--- src/rtl/spartan_credit_tx_pkg.sv ---
// Shared types and defaults for the credit-based transmit side of the Spartan link.
// The credit defaults are also used by the receiver-side credit-return logic.
package spartan_credit_tx_pkg;

   localparam int DEF_CREDITS = 18;
   localparam int DEF_CNT_W   = 5;
   localparam int BUF_DEPTH   = 2;

   typedef logic [1:0] occ_t;

   typedef enum logic [1:0] {
      CR_HOLD,
      CR_DEC,
      CR_INC,
      CR_OVF
   } credit_op_t;

   // A send and a return in the same cycle cancel out; a return at full count is an overflow.
   function automatic credit_op_t credit_op(input logic fire, input logic ret, input logic at_max);
      credit_op_t op;
      op = CR_HOLD;
      if (fire && !ret)
         op = CR_DEC;
      else if (!fire && ret)
         op = at_max ? CR_OVF : CR_INC;
      return op;
   endfunction

endpackage

--- src/rtl/spartan_credit_tx_if.sv ---
// Upstream VAL/RDY stream, link transmit side and credit status of the transmitter.
interface spartan_credit_tx_if
   import spartan_credit_tx_pkg::*;
#(
   parameter int DATA_WIDTH = 1,
   parameter int CNT_W      = DEF_CNT_W
);
   logic [DATA_WIDTH-1:0] DIN;
   logic                  DIN_VAL;
   logic                  DIN_RDY;
   logic [DATA_WIDTH-1:0] TX_DATA;
   logic                  TX_VAL;
   logic                  CREDIT_RET;
   logic [CNT_W-1:0]      CREDIT_CNT;
   logic                  IDLE;
   logic                  CREDIT_ERR;

   modport master (
      output DIN, DIN_VAL, CREDIT_RET,
      input  DIN_RDY, TX_DATA, TX_VAL, CREDIT_CNT, IDLE, CREDIT_ERR
   );

   modport slave (
      input  DIN, DIN_VAL, CREDIT_RET,
      output DIN_RDY, TX_DATA, TX_VAL, CREDIT_CNT, IDLE, CREDIT_ERR
   );
endinterface

--- src/rtl/spartan_credit_buf.sv ---
// Two-entry register FIFO holding words until a credit allows them onto the link.
module spartan_credit_buf
   import spartan_credit_tx_pkg::*;
#(
   parameter int DATA_WIDTH = 1
) (
   input  logic                  CLK,
   input  logic                  RST,
   input  logic [DATA_WIDTH-1:0] DIN,
   input  logic                  WR,
   output logic [DATA_WIDTH-1:0] DOUT,
   input  logic                  RD,
   output occ_t                  OCC
);

   logic [DATA_WIDTH-1:0] mem [BUF_DEPTH];
   logic                  wr_ptr;
   logic                  rd_ptr;

   always_ff @(posedge CLK) begin
      if (RST) begin
         wr_ptr <= 1'b0;
         rd_ptr <= 1'b0;
         OCC    <= 2'd0;
         for (int i = 0; i < BUF_DEPTH; i++)
            mem[i] <= '0;
      end else begin
         if (WR) begin
            mem[wr_ptr] <= DIN;
            wr_ptr      <= ~wr_ptr;
         end
         if (RD)
            rd_ptr <= ~rd_ptr;
         // Simultaneous write and read touch different slots and leave occupancy unchanged.
         case ({WR, RD})
            2'b10:   OCC <= OCC + 2'd1;
            2'b01:   OCC <= OCC - 2'd1;
            default: OCC <= OCC;
         endcase
      end
   end

   assign DOUT = mem[rd_ptr];

endmodule

--- src/rtl/spartan_credit_tx.sv ---
// Credit-gated transmitter: buffers upstream words and sends one per cycle while
// the far-end FIFO has a free entry, tracked by a local credit counter.
module spartan_credit_tx
   import spartan_credit_tx_pkg::*;
#(
   parameter int DATA_WIDTH = 1,
   parameter int CREDITS    = DEF_CREDITS,
   parameter int CNT_W      = DEF_CNT_W
) (
   input  logic               CLK,
   input  logic               RST,
   spartan_credit_tx_if.slave bus
);

   localparam logic [CNT_W-1:0] CREDIT_MAX = CNT_W'(CREDITS);

   logic [CNT_W-1:0]      credit_cnt;
   logic                  credit_err;
   logic [DATA_WIDTH-1:0] tx_data;
   logic                  tx_val;
   logic [DATA_WIDTH-1:0] buf_dout;
   occ_t                  occ;
   logic                  din_rdy;
   logic                  accept;
   logic                  fire;
   logic                  at_max;
   credit_op_t            op;

   // Ready comes only from registered occupancy, so a full buffer never bypasses a same-cycle send.
   assign din_rdy = (occ != 2'd2);
   assign accept  = bus.DIN_VAL && din_rdy;
   assign fire    = (occ != 2'd0) && (credit_cnt != '0);
   assign at_max  = (credit_cnt == CREDIT_MAX);
   assign op      = credit_op(fire, bus.CREDIT_RET, at_max);

   spartan_credit_buf #(
      .DATA_WIDTH (DATA_WIDTH)
   ) u_buf (
      .CLK  (CLK),
      .RST  (RST),
      .DIN  (bus.DIN),
      .WR   (accept),
      .DOUT (buf_dout),
      .RD   (fire),
      .OCC  (occ)
   );

   always_ff @(posedge CLK) begin
      if (RST) begin
         tx_val     <= 1'b0;
         tx_data    <= '0;
         credit_cnt <= CREDIT_MAX;
         credit_err <= 1'b0;
      end else begin
         tx_val <= fire;
         if (fire)
            tx_data <= buf_dout;
         // A returned credit is only usable from the next cycle; the overflow case saturates.
         case (op)
            CR_DEC:  credit_cnt <= credit_cnt - CNT_W'(1);
            CR_INC:  credit_cnt <= credit_cnt + CNT_W'(1);
            CR_OVF:  credit_err <= 1'b1;
            default: credit_cnt <= credit_cnt;
         endcase
      end
   end

   assign bus.DIN_RDY    = din_rdy;
   assign bus.TX_DATA    = tx_data;
   assign bus.TX_VAL     = tx_val;
   assign bus.CREDIT_CNT = credit_cnt;
   assign bus.CREDIT_ERR = credit_err;
   assign bus.IDLE       = (occ == 2'd0) && at_max;

endmodule

--- src/flat_wrapper.sv ---
// flat-port wrapper written by rule: the top's interface ports become plain ports
module spartan_credit_tx_flat import spartan_credit_tx_pkg::*;
#(
   parameter int DATA_WIDTH = 1,
   parameter int CREDITS    = DEF_CREDITS,
   parameter int CNT_W      = DEF_CNT_W
)
  (CLK, RST, bus_DIN, bus_DIN_VAL, bus_CREDIT_RET, bus_DIN_RDY, bus_TX_DATA, bus_TX_VAL, bus_CREDIT_CNT, bus_IDLE, bus_CREDIT_ERR);
  spartan_credit_tx_if #(.DATA_WIDTH(DATA_WIDTH), .CNT_W(CNT_W)) bus_i ();
  input  logic CLK;
  input  logic RST;
  input wire logic [$bits(bus_i.DIN)-1:0] bus_DIN;
  input wire logic [$bits(bus_i.DIN_VAL)-1:0] bus_DIN_VAL;
  input wire logic [$bits(bus_i.CREDIT_RET)-1:0] bus_CREDIT_RET;
  output wire logic [$bits(bus_i.DIN_RDY)-1:0] bus_DIN_RDY;
  output wire logic [$bits(bus_i.TX_DATA)-1:0] bus_TX_DATA;
  output wire logic [$bits(bus_i.TX_VAL)-1:0] bus_TX_VAL;
  output wire logic [$bits(bus_i.CREDIT_CNT)-1:0] bus_CREDIT_CNT;
  output wire logic [$bits(bus_i.IDLE)-1:0] bus_IDLE;
  output wire logic [$bits(bus_i.CREDIT_ERR)-1:0] bus_CREDIT_ERR;
  assign bus_i.DIN = bus_DIN;
  assign bus_i.DIN_VAL = bus_DIN_VAL;
  assign bus_i.CREDIT_RET = bus_CREDIT_RET;
  assign bus_DIN_RDY = bus_i.DIN_RDY;
  assign bus_TX_DATA = bus_i.TX_DATA;
  assign bus_TX_VAL = bus_i.TX_VAL;
  assign bus_CREDIT_CNT = bus_i.CREDIT_CNT;
  assign bus_IDLE = bus_i.IDLE;
  assign bus_CREDIT_ERR = bus_i.CREDIT_ERR;
  spartan_credit_tx #(.DATA_WIDTH(DATA_WIDTH), .CREDITS(CREDITS), .CNT_W(CNT_W)) u_core (.CLK(CLK), .RST(RST), .bus(bus_i));
endmodule
--- config.mk ---
export PLATFORM = sky130hd
export DESIGN_NAME = spartan_credit_tx_flat
export DESIGN_NICKNAME = d
export VERILOG_FILES = /design/src/rtl/spartan_credit_tx_pkg.sv /design/src/rtl/spartan_credit_tx_if.sv /design/src/rtl/spartan_credit_buf.sv /design/src/rtl/spartan_credit_tx.sv /design/src/flat_wrapper.sv
export SDC_FILE = /design/constraint.sdc
export NUM_CORES = 1
export LEC_CHECK = 0
export CAP_MARGIN = 20
export CORE_MARGIN = 5
export CORE_UTILIZATION = 40
export DETAILED_ROUTE_END_ITERATION = 10
export SETUP_SLACK_MARGIN = 0.02
export SYNTH_ARGS = -nofsm -noshare
export SYNTH_HDL_FRONTEND = slang
export SYNTH_SLANG_ARGS = --single-unit
--- constraint.sdc ---
create_clock -name CLK -period 6.1 [get_ports CLK]
set_input_delay 0.915 -clock CLK [delete_from_list [all_inputs] [get_ports CLK]]
set_output_delay 0.915 -clock CLK [all_outputs]
set_load 0.03 [all_outputs]
==> summary.md <==
| Metric | Value |
|---|---|
| Post-synthesis net count | `94` |
| Final Hold Vio Count | `0` |
| CTS max path bufs | `2` |
| Critical path endpoint category | `flip-flop` |
| Gr ovfl total | `0` |
| Routability cong. | `0.678` |
| Initial antenna violation count | `0` |
| Via density | `4.98` |
| Clock latency on the worst-skew pair | `0.28 ns` |
| Synth cell types | `34` |
| Final Max Tran Viols | `0` |
| Layout cells sized above 1 | `9.18%` |
| VDD IR max | `279 µV` |
| Rel. slew slack | `70.4%` |
| Antenna diode count | `0` |
| Length of routed met2 wiring | `625 µm` |
| DR DRC count | `0` |
| R2R Setup Slk | `3.34 ns` |
| Antenna Nets Post-Route | `0` |
| Final core utilization | `51.2%` |
| Vias in the first global route | `592` |
| Fillers | `187` |
| P_leak | `0.395 nW` |
| Max Clk Rate | `0.311 GHz` |
| Mean Syn Cell Area | `9.54 µm²` |
| CTS sink count | `14` |
| Vias | `622` |
| Die X | `54.2 µm` |
| CP max FO | `5` |
| # H-tree levels | `1` |
| Seq. cell area | `300 µm²` |
| Multi-input logic area | `463 µm²` |
| Worst setup SP type | `input pin` |
| PostCTS Resize Cnt | `0` |
| Clock transition at path regs | `0.09 ns` |
| Clk_skew | `0.00658 ns` |
| Final min period | `3.22 ns` |
| CORE AREA | `1900 µm²` |
| Inserted Clock Buffers | `3` |
| Post-Syn Area | `782 µm²` |
| Final instance area | `975 µm²` |
| Max layer used | `met4` |
| Met3 WL post-DR | `62 µm` |
| Ports | `15` |
| Setup TNS | `0 ns` |
| Synth Instances | `82` |
| DRT Pass-1 Iters | `4` |
| PwrDens | `575 nW/µm²` |
| HP Start | `u_core.bus.CREDIT_ERR` |
| Die area | `2940 µm²` |
| Worst EP arrival | `3.43 ns` |
| RSZ-0062 raised after global routing | `no` |
| Hold worst-path end | `u_core.bus.CREDIT_ERR` |
| Drt total wl | `1470 µm` |
| Post-CTS setup buffers | `0` |
| Post-synthesis register bit count | `14` |
| First-pass GRT wire length | `2560 µm` |
| Worst R2R Path Depth | `11` |
| Drt wl/cell | `11.7 µm` |
| Synth warn | `0` |
| Met1 wire length | `760 µm` |
| Status | `completed` |
| DP HPWL | `1130 µm` |
| CTS tree | `done` |
| DR iter-0 viols | `4` |
| Clock root buffer | `clkbuf_4` |
| Final #Nets | `111` |
| Final period util | `52.8%` |
| Worst Path Required | `6.31 ns` |
| Final count of negative-setup-slack endpoints | `0` |
| Initial Util | `41.1%` |
| Die Ht | `54.2 µm` |
| Reg2Reg Launch Point | `u_core.bus.CREDIT_CNT[0]` |
| Post-CTS Hold Buffers | `0` |
| All-Layer GR Usage | `12.3%` |
| Seq/Total Area, Yosys | `38.4%` |
| Largest net degree at the start of global routing | `13` |
| Reg-to-Reg End | `u_core.bus.CREDIT_CNT[4]` |
| Area Growth Syn to Fin | `24.6%` |
| Worst hold path depth | `2` |
| Setup CP Type | `in2reg` |
| HP Class | `reg2reg` |
| PortBufs | `14` |
| Cell Rows | `16` |
| Worst Tran Pin Value | `0.443 ns` |
| Maximum Capacitance Violations | `0` |
| Post-DP Area | `948 µm²` |
| Final hold slack | `0.476 ns` |
area by class of cell:
type / count / share of cell area (%)
Tap cell: 27 / 3.47
Sequential cell: 14 / 30.8
Timing Repair Buffer: 14 / 14.4
Inverter: 3 / 1.16
Multi-Input combinational cell: 63 / 47.5
Clock buffer: 4 / 2.70
cell families after synthesis:
| logic type | share of synthesized area (%) |
|---|---|
| AO/OA/AOI/OAI | 13.1 |
| multiplexers | 5.76 |
| buffers and inverters | 2.40 |
| XOR/XNOR | 6.72 |
| AND/OR/NAND/NOR | 21.4 |
| flip-flops | 38.4 |
| adder cells (fa/ha/maj) | 12.2 |
worst max-delay path, stage by stage:
cell and delay [ns]:
clkdlybuf4s50_1 0.54, mux2_4 0.32, o32a_1 0.17, ha_1 0.21
inv_1 0.17, ha_1 0.29, a21o_1 0.19, a21oi_1 0.18
mux2i_1 0.24, mux2i_1 0.19
flip-flops by register name (all words and copies together) (netlist names):
name                   flops
u_core.bus.TX_VAL          1
u_core.u_buf.mem           2
u_core.u_buf.wr_ptr        1
u_core.u_buf.rd_ptr        1
u_core.bus.CREDIT_CNT      5
u_core.bus.CREDIT_ERR      1
u_core.u_buf.OCC           2
u_core.bus.TX_DATA         1
power breakdown:
part           leakage, nW  switching [mW]  total, mW  internal, mW
registers            0.121          0.0340      0.159         0.125
logic                0.259           0.182      0.346         0.164
clock network       0.0150          0.0297     0.0551        0.0254
total                0.395           0.246      0.560         0.314
how the worst max path moves through the flow:
stage,startpoint,to,slack [ns],depth (start not counted)
2_1_floorplan,bus_CREDIT_RET,u_core.bus.CREDIT_CNT[4],3.34,9
3_3_place_gp,bus_CREDIT_RET,u_core.bus.CREDIT_CNT[4],2.66,10
3_5_place_dp,bus_CREDIT_RET,u_core.bus.CREDIT_CNT[4],2.59,10
4_1_cts,bus_CREDIT_RET,u_core.bus.CREDIT_CNT[4],2.88,10
5_1_grt,bus_CREDIT_RET,u_core.bus.CREDIT_CNT[4],2.74,10
6_report,bus_CREDIT_RET,u_core.bus.CREDIT_CNT[4],2.88,10
per-layer routing:
layer  global-route usage, %  vias up
met5                       0        -
met4                    3.73        0
met3                    4.90        2
met2                    18.9       14
met1                    15.6      285
li1                        -      321
per-stage QoR:
stage / total power, mW / cells / setup WS (ns)
after floorplan: 0.418 / 82 / 3.34
after global placement: 0.502 / 121 / 2.66
after detailed placement: 0.510 / 121 / 2.59
after CTS: 0.567 / 125 / 2.88
after global routing: 0.614 / 125 / 2.74
final: 0.560 / 125 / 2.88
placed cells by master, fill, tap and decap left out, drive strengths merged:
cell type,count
ha,6
a21oi,3
xnor2,4
nor2,13
o32ai,1
nand3b,1
clkdlybuf4s50,14
a211oi,2
nand3,2
and2,1
edfxtp,2
inv,3
dfxtp,12
a21o,3
o211ai,1
o311ai,1
o21ai,2
o32a,1
nor4,1
clkbuf,4
mux2,1
nand2b,1
fa,1
mux2i,3
xor2,2
nand4b,1
nand2,7
or3,1
nor3,2
nor2b,2
cell usage after synthesis:
library cell	instances	area (µm²)
o21ai_0	2	10.0
nor2_1	12	45.0
and2_1	1	6.26
inv_1	3	11.3
xnor2_1	4	35.0
a21oi_2	1	8.76
xor2_1	2	17.5
nand3_2	1	10.0
mux2_4	1	15.0
a21o_2	1	8.76
o32a_1	1	10.0
a21o_1	2	15.0
a211oi_1	2	15.0
o32ai_1	1	8.76
nor2b_1	2	12.5
nand2b_1	1	6.26
nor4_1	1	6.26
nor3_4	1	16.3
nor3_1	1	5.00
a21oi_1	2	10.0
o211ai_1	1	7.51
mux2i_1	3	30.0
edfxtp_1	2	60.1
ha_1	6	75.1
nand3_1	1	5.00
or3_1	1	6.26
nand3b_1	1	7.51
dfxtp_1	12	240
nand4b_1	1	8.76
nand2_1	7	26.3
nor2_2	1	6.26
clkbuf_1	2	7.51
fa_1	1	20.0
o311ai_1	1	8.76
(Power assumes the default switching activity.)
